--- src/rtl/siggen_pkg.sv ---
// Shared definitions for the multi-channel square-wave generator.
//   state_e      : per-channel FSM state
//   DEFAULT_HALF : half-period loaded at reset (3125 Hz at 100 MHz)
package siggen_pkg;

   localparam int unsigned DEFAULT_HALF = 16000;

   typedef enum logic [1:0] {
      IDLE = 2'd0,
      RUN  = 2'd1,
      STOP = 2'd2,
      DONE = 2'd3
   } state_e;

endpackage

--- src/rtl/siggen_chan.sv ---
// One square-wave channel: low phase first, then high; a period ends on the
// falling toggle, which is also where new settings and burst counting apply.
// Ports:
//   sysclk, reset            : clock, synchronous active-high reset
//   wr_valid_i               : decoded write strobe for this channel
//   wr_half_i / wr_burst_i   : half-period in cycles / burst length (0 = endless)
//   ch_en_i                  : level enable
//   sigout_o, busy_o         : waveform, high in RUN/STOP
//   burst_done_o             : one-cycle pulse together with the final fall
module siggen_chan #(
   parameter int unsigned CNT_W        = 24,
   parameter int unsigned BURST_W      = 16,
   parameter int unsigned DEFAULT_HALF = 16000
) (
   input  logic               sysclk,
   input  logic               reset,
   input  logic               wr_valid_i,
   input  logic [CNT_W-1:0]   wr_half_i,
   input  logic [BURST_W-1:0] wr_burst_i,
   input  logic               ch_en_i,
   output logic               sigout_o,
   output logic               busy_o,
   output logic               burst_done_o
);
   import siggen_pkg::*;

   state_e               state_q, state_d;
   logic [CNT_W-1:0]     cnt_q, cnt_d;
   logic [CNT_W-1:0]     act_half_q, act_half_d;
   logic [CNT_W-1:0]     pend_half_q, pend_half_d;
   logic [BURST_W-1:0]   per_q, per_d;
   logic [BURST_W-1:0]   act_burst_q, act_burst_d;
   logic [BURST_W-1:0]   pend_burst_q, pend_burst_d;
   logic                 sig_q, sig_d;
   logic                 busy_q, busy_d;
   logic                 done_q, done_d;

   logic [CNT_W-1:0]     src_half;
   logic [BURST_W-1:0]   src_burst;
   logic [BURST_W-1:0]   per_inc;
   logic                 at_end, fall_tgl, rise_tgl, burst_hit;

   // Pending settings with a same-cycle write bypassed, so a write that lands
   // on a falling toggle (or in IDLE/DONE) is used at that very edge.
   always_comb begin
      src_half  = wr_valid_i ? wr_half_i  : pend_half_q;
      src_burst = wr_valid_i ? wr_burst_i : pend_burst_q;
      at_end    = (cnt_q == act_half_q - CNT_W'(1));
      fall_tgl  = at_end && sig_q;
      rise_tgl  = at_end && !sig_q;
      per_inc   = per_q + BURST_W'(1);
      burst_hit = (act_burst_q != '0) && (per_inc >= act_burst_q);
   end

   // Next-state and output logic.
   always_comb begin
      state_d      = state_q;
      cnt_d        = cnt_q;
      sig_d        = sig_q;
      per_d        = per_q;
      act_half_d   = act_half_q;
      act_burst_d  = act_burst_q;
      pend_half_d  = src_half;
      pend_burst_d = src_burst;
      done_d       = 1'b0;

      case (state_q)
         IDLE: begin
            act_half_d  = src_half;
            act_burst_d = src_burst;
            sig_d       = 1'b0;
            cnt_d       = '0;
            per_d       = '0;
            if (ch_en_i) state_d = RUN;
         end
         DONE: begin
            act_half_d  = src_half;
            act_burst_d = src_burst;
            sig_d       = 1'b0;
            if (!ch_en_i) state_d = IDLE;
         end
         RUN, STOP: begin
            if (fall_tgl) begin
               // Period boundary: settings swap here so no partial period occurs.
               sig_d       = 1'b0;
               cnt_d       = '0;
               per_d       = per_inc;
               act_half_d  = src_half;
               act_burst_d = src_burst;
               if (burst_hit) begin
                  state_d = DONE;
                  done_d  = 1'b1;
               end else if (!ch_en_i) begin
                  state_d = IDLE;
               end else begin
                  state_d = RUN;
               end
            end else if (rise_tgl) begin
               cnt_d = '0;
               if (ch_en_i) begin
                  sig_d   = 1'b1;
                  state_d = RUN;
               end else begin
                  state_d = IDLE;
               end
            end else begin
               cnt_d = cnt_q + CNT_W'(1);
               // A disable during the high phase waits for the fall (no runt).
               if (ch_en_i)     state_d = RUN;
               else if (!sig_q) state_d = IDLE;
               else             state_d = STOP;
            end
         end
         default: state_d = IDLE;
      endcase

      busy_d = (state_d == RUN) || (state_d == STOP);
   end

   // State and output registers.
   always_ff @(posedge sysclk) begin
      if (reset) begin
         state_q      <= IDLE;
         cnt_q        <= '0;
         per_q        <= '0;
         act_half_q   <= CNT_W'(DEFAULT_HALF);
         pend_half_q  <= CNT_W'(DEFAULT_HALF);
         act_burst_q  <= '0;
         pend_burst_q <= '0;
         sig_q        <= 1'b0;
         busy_q       <= 1'b0;
         done_q       <= 1'b0;
      end else begin
         state_q      <= state_d;
         cnt_q        <= cnt_d;
         per_q        <= per_d;
         act_half_q   <= act_half_d;
         pend_half_q  <= pend_half_d;
         act_burst_q  <= act_burst_d;
         pend_burst_q <= pend_burst_d;
         sig_q        <= sig_d;
         busy_q       <= busy_d;
         done_q       <= done_d;
      end
   end

   assign sigout_o     = sig_q;
   assign busy_o       = busy_q;
   assign burst_done_o = done_q;

endmodule

--- src/rtl/siggen_multi.sv ---
// Multi-channel square-wave generator top: decodes configuration writes and
// fans them out to CHANNELS independent siggen_chan instances.
// Ports:
//   sysclk, reset                 : clock, synchronous active-high reset
//   wr_en, wr_ch, wr_half, wr_burst : configuration write (dropped if half==0
//                                   or channel out of range)
//   ch_en                         : per-channel enable
//   sigout, busy, burst_done      : per-channel registered outputs
module siggen_multi #(
   parameter  int unsigned CHANNELS     = 4,
   parameter  int unsigned CNT_W        = 24,
   parameter  int unsigned BURST_W      = 16,
   parameter  int unsigned DEFAULT_HALF = siggen_pkg::DEFAULT_HALF,
   localparam int unsigned CH_W         = (CHANNELS > 1) ? $clog2(CHANNELS) : 1
) (
   input  logic                sysclk,
   input  logic                reset,
   input  logic                wr_en,
   input  logic [CH_W-1:0]     wr_ch,
   input  logic [CNT_W-1:0]    wr_half,
   input  logic [BURST_W-1:0]  wr_burst,
   input  logic [CHANNELS-1:0] ch_en,
   output logic [CHANNELS-1:0] sigout,
   output logic [CHANNELS-1:0] busy,
   output logic [CHANNELS-1:0] burst_done
);
   import siggen_pkg::*;

   logic [CHANNELS-1:0] wr_hit;

   // Write decode; an out-of-range channel matches no instance and is dropped.
   always_comb begin
      wr_hit = '0;
      for (int unsigned c = 0; c < CHANNELS; c++) begin
         wr_hit[c] = wr_en && (wr_half != '0) && (32'(wr_ch) == c);
      end
   end

   for (genvar g = 0; g < CHANNELS; g++) begin : g_ch
      siggen_chan #(
         .CNT_W        (CNT_W),
         .BURST_W      (BURST_W),
         .DEFAULT_HALF (DEFAULT_HALF)
      ) u_chan (
         .sysclk       (sysclk),
         .reset        (reset),
         .wr_valid_i   (wr_hit[g]),
         .wr_half_i    (wr_half),
         .wr_burst_i   (wr_burst),
         .ch_en_i      (ch_en[g]),
         .sigout_o     (sigout[g]),
         .busy_o       (busy[g]),
         .burst_done_o (burst_done[g])
      );
   end

endmodule
--- config.mk ---
export PLATFORM = sky130hd
export DESIGN_NAME = siggen_multi
export DESIGN_NICKNAME = d
export VERILOG_FILES = /design/src/rtl/siggen_pkg.sv /design/src/rtl/siggen_chan.sv /design/src/rtl/siggen_multi.sv
export SDC_FILE = /design/constraint.sdc
export NUM_CORES = 1
export LEC_CHECK = 0
export CELL_PAD_IN_SITES_DETAIL_PLACEMENT = 1
export CELL_PAD_IN_SITES_GLOBAL_PLACEMENT = 2
export CORE_AREA = 2 2 277 279
export CTS_BUF_LIST = sky130_fd_sc_hd__clkbuf_16
export DETAILED_ROUTE_END_ITERATION = 16
export DIE_AREA = 0 0 279 281
export GPL_ROUTABILITY_DRIVEN = 0
export HOLD_SLACK_MARGIN = 0.12
export MAX_ROUTING_LAYER = met4
export PLACE_DENSITY = 0.85
export SLEW_MARGIN = 40
export SYNTH_ARGS = -nofsm -noshare
export SYNTH_HDL_FRONTEND = slang
export SYNTH_SLANG_ARGS = --single-unit
--- constraint.sdc ---
create_clock -name sysclk -period 3.8 [get_ports sysclk]
set_input_delay 0.57 -clock sysclk [delete_from_list [all_inputs] [get_ports sysclk]]
set_output_delay 0.57 -clock sysclk [all_outputs]
set_load 0.02 [all_outputs]
======== After elaboration in Yosys (flattened, before gate mapping) ========
Cells that the tools add are included.
word-level totals
  register bits after elaboration ......... 500
  input port bits ......................... 49
  output and inout port bits .............. 12
cells by class
  add/subtract/negate cells ............... 12
  magnitude comparators ................... 4
  equal/unequal tests ..................... 39
  muxes and demuxes ....................... 100
  bitwise operators ....................... 8
  reductions and logical operators ........ 59
operator list
  kind                                                 number
  two-way mux 24 bit                                   16
  case mux 24 bit (2 select lines)                     8
  case mux 16 bit (2 select lines)                     8
  two-way mux 16 bit                                   12
  adder 24 x 1 -> 24 bit (second input constant)       4
  == test 24 bit                                       4
  subtractor 24 x 1 -> 24 bit (second input constant)  4
  adder 16 x 1 -> 16 bit (second input constant)       4
  greater-or-equal comparator 16 bit                   4
  nonzero test 16 bit                                  4
  two-way mux 2 bit                                    28
  == test 2 bit (second input constant)                14
  case mux 2 bit (3 select lines)                      4
  nonzero test 24 bit                                  1
  two-way mux 1 bit                                    20
  == test 2 x 1 -> 1 bit (second input constant)       9
  logical AND 1 bit                                    17
  AND reduction 2 bit                                  8
  OR reduction 2 bit                                   8
  != test 3 x 1 -> 1 bit (second input constant)       4
  != test 3 x 2 -> 1 bit (second input constant)       4
  OR reduction 3 bit                                   4
  logical NOT 2 bit                                    5
  != test 2 x 1 -> 1 bit (second input constant)       4
  5 further kinds                                      24

======== Longest topological paths before layout ========
  depth after elaboration ................. 8
  mapped depth ............................ 18
  depth with buffers taken out ............ 17

======== Cells and area by module ========
From an unflattened synthesis, not the netlist that was laid out.
unflattened totals
  cell total of the unflattened synthesis .. 3047
  area total of the unflattened synthesis .. 26594.3 um2
by module, submodules not included
  module                             times used  cells an instance  area an instance (um2)  sequential area each (um2)
  siggen_chan at g_ch[1].u_chan ...  2           762                6658.9                  2502.4
  siggen_chan at g_ch[0].u_chan      1           762                6671.4                  2502.4
  siggen_chan at g_ch[3].u_chan      1           744                6503.7                  2502.4
  siggen_multi                       1           17                 101.3                   0.0

======== Worst setup path after synthesis ========
No wires, ideal clock.
  path type ............................... register -> register
  start point ............................. reg g_ch[3].u_chan.per_q[2]
  end point ............................... reg g_ch[3].u_chan.busy_q
  library setup time ...................... 72 ps
  arrival ................................. 3578 ps
  data required time ...................... 3728 ps
  slack ................................... 150 ps
  cell stages (with the launch flop) ...... 17
  buffers on the path ..................... 1
  cell sequence ........................... dfxtp_1 -> and3_1 -> and3_1 -> and3_1 -> and3_1 -> and3_1 -> clkbuf_1 -> nand3_1 -> xnor2_1 -> ha_1 -> nand4_1 -> nor4_1 -> a21oi_1 -> a41o_1 -> o311a_1 -> or3_1 -> mux2i_1
on the way
  longest elaborated chain between the ends .. 8
RTL lines
  element                                                  line                text
  from (decl)                                              siggen_chan.sv:31   logic [BURST_W-1:0] per_q, per_d;
  from (signal assigned)                                   siggen_chan.sv:136  per_q <= per_d;
  adder 16 x 1 -> 16 bit (*)                               siggen_chan.sv:51   per_inc = per_q + BURST_W'(1);
  greater-or-equal comparator 16 bit (*)                   siggen_chan.sv:52   burst_hit = (act_burst_q != '0) && (per_inc >= act_burst_q);
  logical AND 1 bit (*)                                    siggen_chan.sv:52
  two-way mux 2 bit (*)                                    siggen_chan.sv:90   if (burst_hit) begin
  two-way mux 2 bit (*)                                    siggen_chan.sv:83   if (fall_tgl) begin
  case mux 2 bit (3 select lines) (*)                      siggen_chan.sv:67   case (state_q)
  == test 2 x 1 -> 1 bit or == test 2 bit (tied branches)  siggen_chan.sv:117  busy_d = (state_d == RUN) || (state_d == STOP);
  logical OR 1 bit (*)                                     siggen_chan.sv:117
  to (signal assigned)                                     siggen_chan.sv:142  busy_q <= busy_d;
  to (decl)                                                siggen_chan.sv:35   logic busy_q, busy_d;
Mark *: on every way between the ends. The rest lies on a longest branch, timed or not.
A chain may end at the register's enable or synchronous reset.

======== Worst setup path in the final report ========
  start point ............................. reg g_ch[3].u_chan.act_half_q[11]
  end point ............................... reg g_ch[3].u_chan.busy_q
on the way
  longest elaborated chain between the ends .. 8
RTL lines
  element                                                  line                text
  from (decl)                                              siggen_chan.sv:29   logic [CNT_W-1:0] act_half_q, act_half_d;
  from (signal assigned)                                   siggen_chan.sv:126  act_half_q <= CNT_W'(DEFAULT_HALF);
  from (signal assigned)                                   siggen_chan.sv:137  act_half_q <= act_half_d;
  subtractor 24 x 1 -> 24 bit (*)                          siggen_chan.sv:48   at_end = (cnt_q == act_half_q - CNT_W'(1));
  == test 24 bit (*)                                       siggen_chan.sv:48
  logical AND 1 bit                                        siggen_chan.sv:50   rise_tgl = at_end && !sig_q;
  two-way mux 2 bit                                        siggen_chan.sv:98   end else if (rise_tgl) begin
  two-way mux 2 bit (*)                                    siggen_chan.sv:83
  case mux 2 bit (3 select lines) (*)                      siggen_chan.sv:67
  == test 2 x 1 -> 1 bit or == test 2 bit (tied branches)  siggen_chan.sv:117
  logical OR 1 bit (*)                                     siggen_chan.sv:117
Marked as above.

==> flow_summary.json <==
{
  "arrival_ns": 4.19,
  "root_buffer": "clkbuf_16",
  "clock_skew_ns": 0.0138,
  "synth_nets": 3294,
  "crit_family": "simple AND/OR/NAND/NOR gates",
  "hold_viol_final": 0,
  "status": "finished, final reports clean",
  "regToRegSetupSlack_ns": 0.15,
  "leakagePower_uw": 0.0112,
  "hold-path-cell-count": 2,
  "critPathCaptureType": "flip-flop",
  "drt_wl_total_mm": 78.4,
  "syn_to_final_growth_pct": 17.7,
  "tns_ns": 0,
  "port-buffer-count": 60,
  "numClockSinks": 500,
  "maxCapViolations": 0,
  "ys_seq_area_share_pct": 39.2,
  "cts_tree": "yes",
  "r2r_end": "g_ch[3].u_chan.busy_o",
  "fp.dieH_microns": 281,
  "fin_nets": 3371,
  "cp_slowest_cell": "or4_4",
  "die-area_sq_mm": 0.0784,
  "synth_top_area_share_pct": 39.2,
  "drc": 0,
  "cts_buffer_depth": 3,
  "hold_buffers": 0,
  "critical_path_class": "reg -> reg",
  "antenna_found_initial": 5,
  "worstPathMaxFanout": 5,
  "cts_max_level": 2,
  "core-area_sq_mm": 0.0754,
  "clk_latency_ns": 0.62,
  "worst_slew_pin_slew_ns": 0.713,
  "r2r-start": "g_ch[3].u_chan.act_half_q[11]",
  "placed_area_sq_mm": 0.0279,
  "powerDensity_mw_per_mm2": 426,
  "grt_overflow": 0,
  "slowest_delay_ns": 0.62,
  "clk_pin_slew_worst_paths_ns": 0.06,
  "cp.required_ns": 4.34,
  "dp_hpwl_mm": 56.3,
  "min_to": "g_ch[3].u_chan.per_q[10]",
  "relSlewSlack_pct": 52.3,
  "drive_above_1_share_pct": 9.81,
  "cp_common_cell": "or4_4",
  "vias_per_cell": 5.34,
  "synth_edf_count": 0,
  "critical_path_buf_inv_count": 0,
  "finish.instance_area_sq_mm": 0.0300,
  "async_flop_share_pct": 0,
  "synth.top_cells.by_count": "530 x nand2_1, 500 x dfxtp_1, 256 x a21oi_1",
  "synth_cells": 3157,
  "grt_max_degree": 104,
  "drt_iter0_drc": 1264,
  "synth_cell_types": 78,
  "ys_ff_latch": 500,
  "die_w_microns": 279,
  "antenna_left": 0,
  "hp-start": "reset",
  "dr.pass1.iters": 5,
  "cts_made_buffers": 57,
  "yosysMostFrequentCell": "nand2_1",
  "synth_area_leaders": "dfxtp_1 39%, nand2_1 7.8%, a21oi_1 5.0%, ha_1 4.3%, xnor2_1 4.1%",
  "synth.avg_cell_area_sq_um": 8.08,
  "initial_core_util_pct": 33.8,
  "ir_drop_v": 0.000321,
  "grt_usage_pct": 20.4,
  "cp_cell_sequence": "or4_4, or4_1, o31a_1, o311ai_1, a32oi_1, or4_4, o311a_1, or3_4, mux2i_1",
  "finalCritPeriodShare_pct": 96.0,
  "startpoint_type": "flip-flop",
  "grt_pass1_vias": 23100,
  "hold_slack_ns": 0.425,
  "yosysWarnings": 0,
  "fmax_mhz": 274,
  "io_pins": 61,
  "drv_slew": 0,
  "num_vias": 22800,
  "ys.flop_type": "dfxtp_1",
  "grt_first_pass_wirelength_mm": 126,
  "core.rowCount": 101,
  "netlist_area_sq_mm": 0.0255,
  "hold_class": "in -> reg",
  "setup_violations": 0,
  "yosysTopAreaCell": "dfxtp_1",
  "wire_per_inst_microns": 18.4,
  "fin_crit_ns": 3.65,
  "r2r_cells": 9
}
-- worst max path at each step --
stage	from	endpoint	depth (start not counted)
CTS	g_ch[3].u_chan.per_q[2]	g_ch[3].u_chan.busy_o	15
detailed placement	g_ch[1].u_chan.per_q[1]	g_ch[1].u_chan.busy_o	17
global route	g_ch[1].u_chan.per_q[1]	g_ch[1].u_chan.busy_o	17
finish	g_ch[3].u_chan.act_half_q[11]	g_ch[3].u_chan.busy_o	9
floorplan	g_ch[3].u_chan.per_q[2]	g_ch[3].u_chan.busy_o	16
global placement	g_ch[1].u_chan.per_q[1]	g_ch[1].u_chan.busy_o	17
-- final cells by class --
type,count,area [sq um]
antenna,3,7.51
clock buffer,59,1480
clock inverter,49,377
fill,8934,45400
inverter,122,458
multi-input combinational,2349,14600
sequential,500,10000
tap,978,1220
timing repair buffer,204,1900
-- routing by layer --
metal	routed length, microns	vias to the layer above	track usage (%)
met2	36200	279	33.0
met3	3110	113	2.95
met5	0	-	-
met4	1480	0	4.48
li1	-	11300	-
met1	37600	11100	27.0
-- logic make-up (layout without fill, tap and decap cells) --
family          Yosys count  count (layout)  synth area share (%)
fa+ha+maj                88              88                  4.32
mux                      16              16                 0.633
simple gates           1330            1330                  26.2
other cells               0               3                     0
xor+xnor                214             214                  7.35
compound gates          701             701                  17.5
flops                   500             500                  39.2
buf+inv                 308             434                  4.85
-- registers in the layout, indices dropped and copies added (netlist names) --
signal / flops
g_ch.u_chan.pend_burst_q: 64
g_ch.u_chan.busy_o: 4
g_ch.u_chan.act_burst_q: 64
g_ch.u_chan.act_half_q: 96
g_ch.u_chan.sigout_o: 4
g_ch.u_chan.state_q: 8
g_ch.u_chan.cnt_q: 96
g_ch.u_chan.per_q: 64
g_ch.u_chan.burst_done_o: 4
g_ch.u_chan.pend_half_q: 96
-- worst register-to-register path: stages, from the launching register on --
cell	delay, ns
dfxtp_1	0.35
or4_4	0.53
or4_1	0.45
o31a_1	0.31
o311ai_1	0.27
a32oi_1	0.17
or4_4	0.62
o311a_1	0.40
or3_4	0.34
mux2i_1	0.14
-- layout by cell type, fill, tap and decap left out, types with 17 or more instances in the layout --
master           instances
a21o_1                  35
a21oi_1                255
a31oi_1                 21
and3_1                  40
buf_12                  17
buf_4                  127
clkbuf_16               59
clkdlybuf4s50_1         59
dfxtp_1                496
ha_1                    85
inv_1                  130
nand2_1                530
nand2b_1                75
nand3_1                 91
nand3b_1                46
nand4_1                 46
nand4b_1                19
nor2_1                 162
nor2b_1                 20
nor3_1                  60
nor4_1                  56
o21ai_0                131
o22a_1                  51
o31ai_1                 52
or3_1                   30
or4_1                   37
xnor2_1                119
xor2_1                  94
-- power breakdown --
part | switching (uW) | total [uW] | internal (uW)
combinational | 971 | 1630 | 656
sequential | 175 | 5620 | 5450
clock | 2340 | 5540 | 3200
-- metrics by stage --
stage	util, %	power (uW)	setup slack, ns	std cells
floorplan	-	6700	0.150	3157
global placement	37.0	7300	0.0371	4150
detailed placement	37.0	7320	-0.0184	4150
CTS	39.4	12900	0.0208	4258
global route	39.8	13300	-0.0547	4264
finish	39.8	12800	0.151	4264
-- what timing repair did --
action | 4_1_cts | 5_1_grt
pin swaps | 1 | 11
hold endpoints to repair | 0 | 0
setup buffers | 0 | 3
resized for setup | 1 | 52
gates cloned | 0 | 0
endpoints found under the setup margin | 1 | 180
No activity file was read; power rests on OpenSTA's default activity.
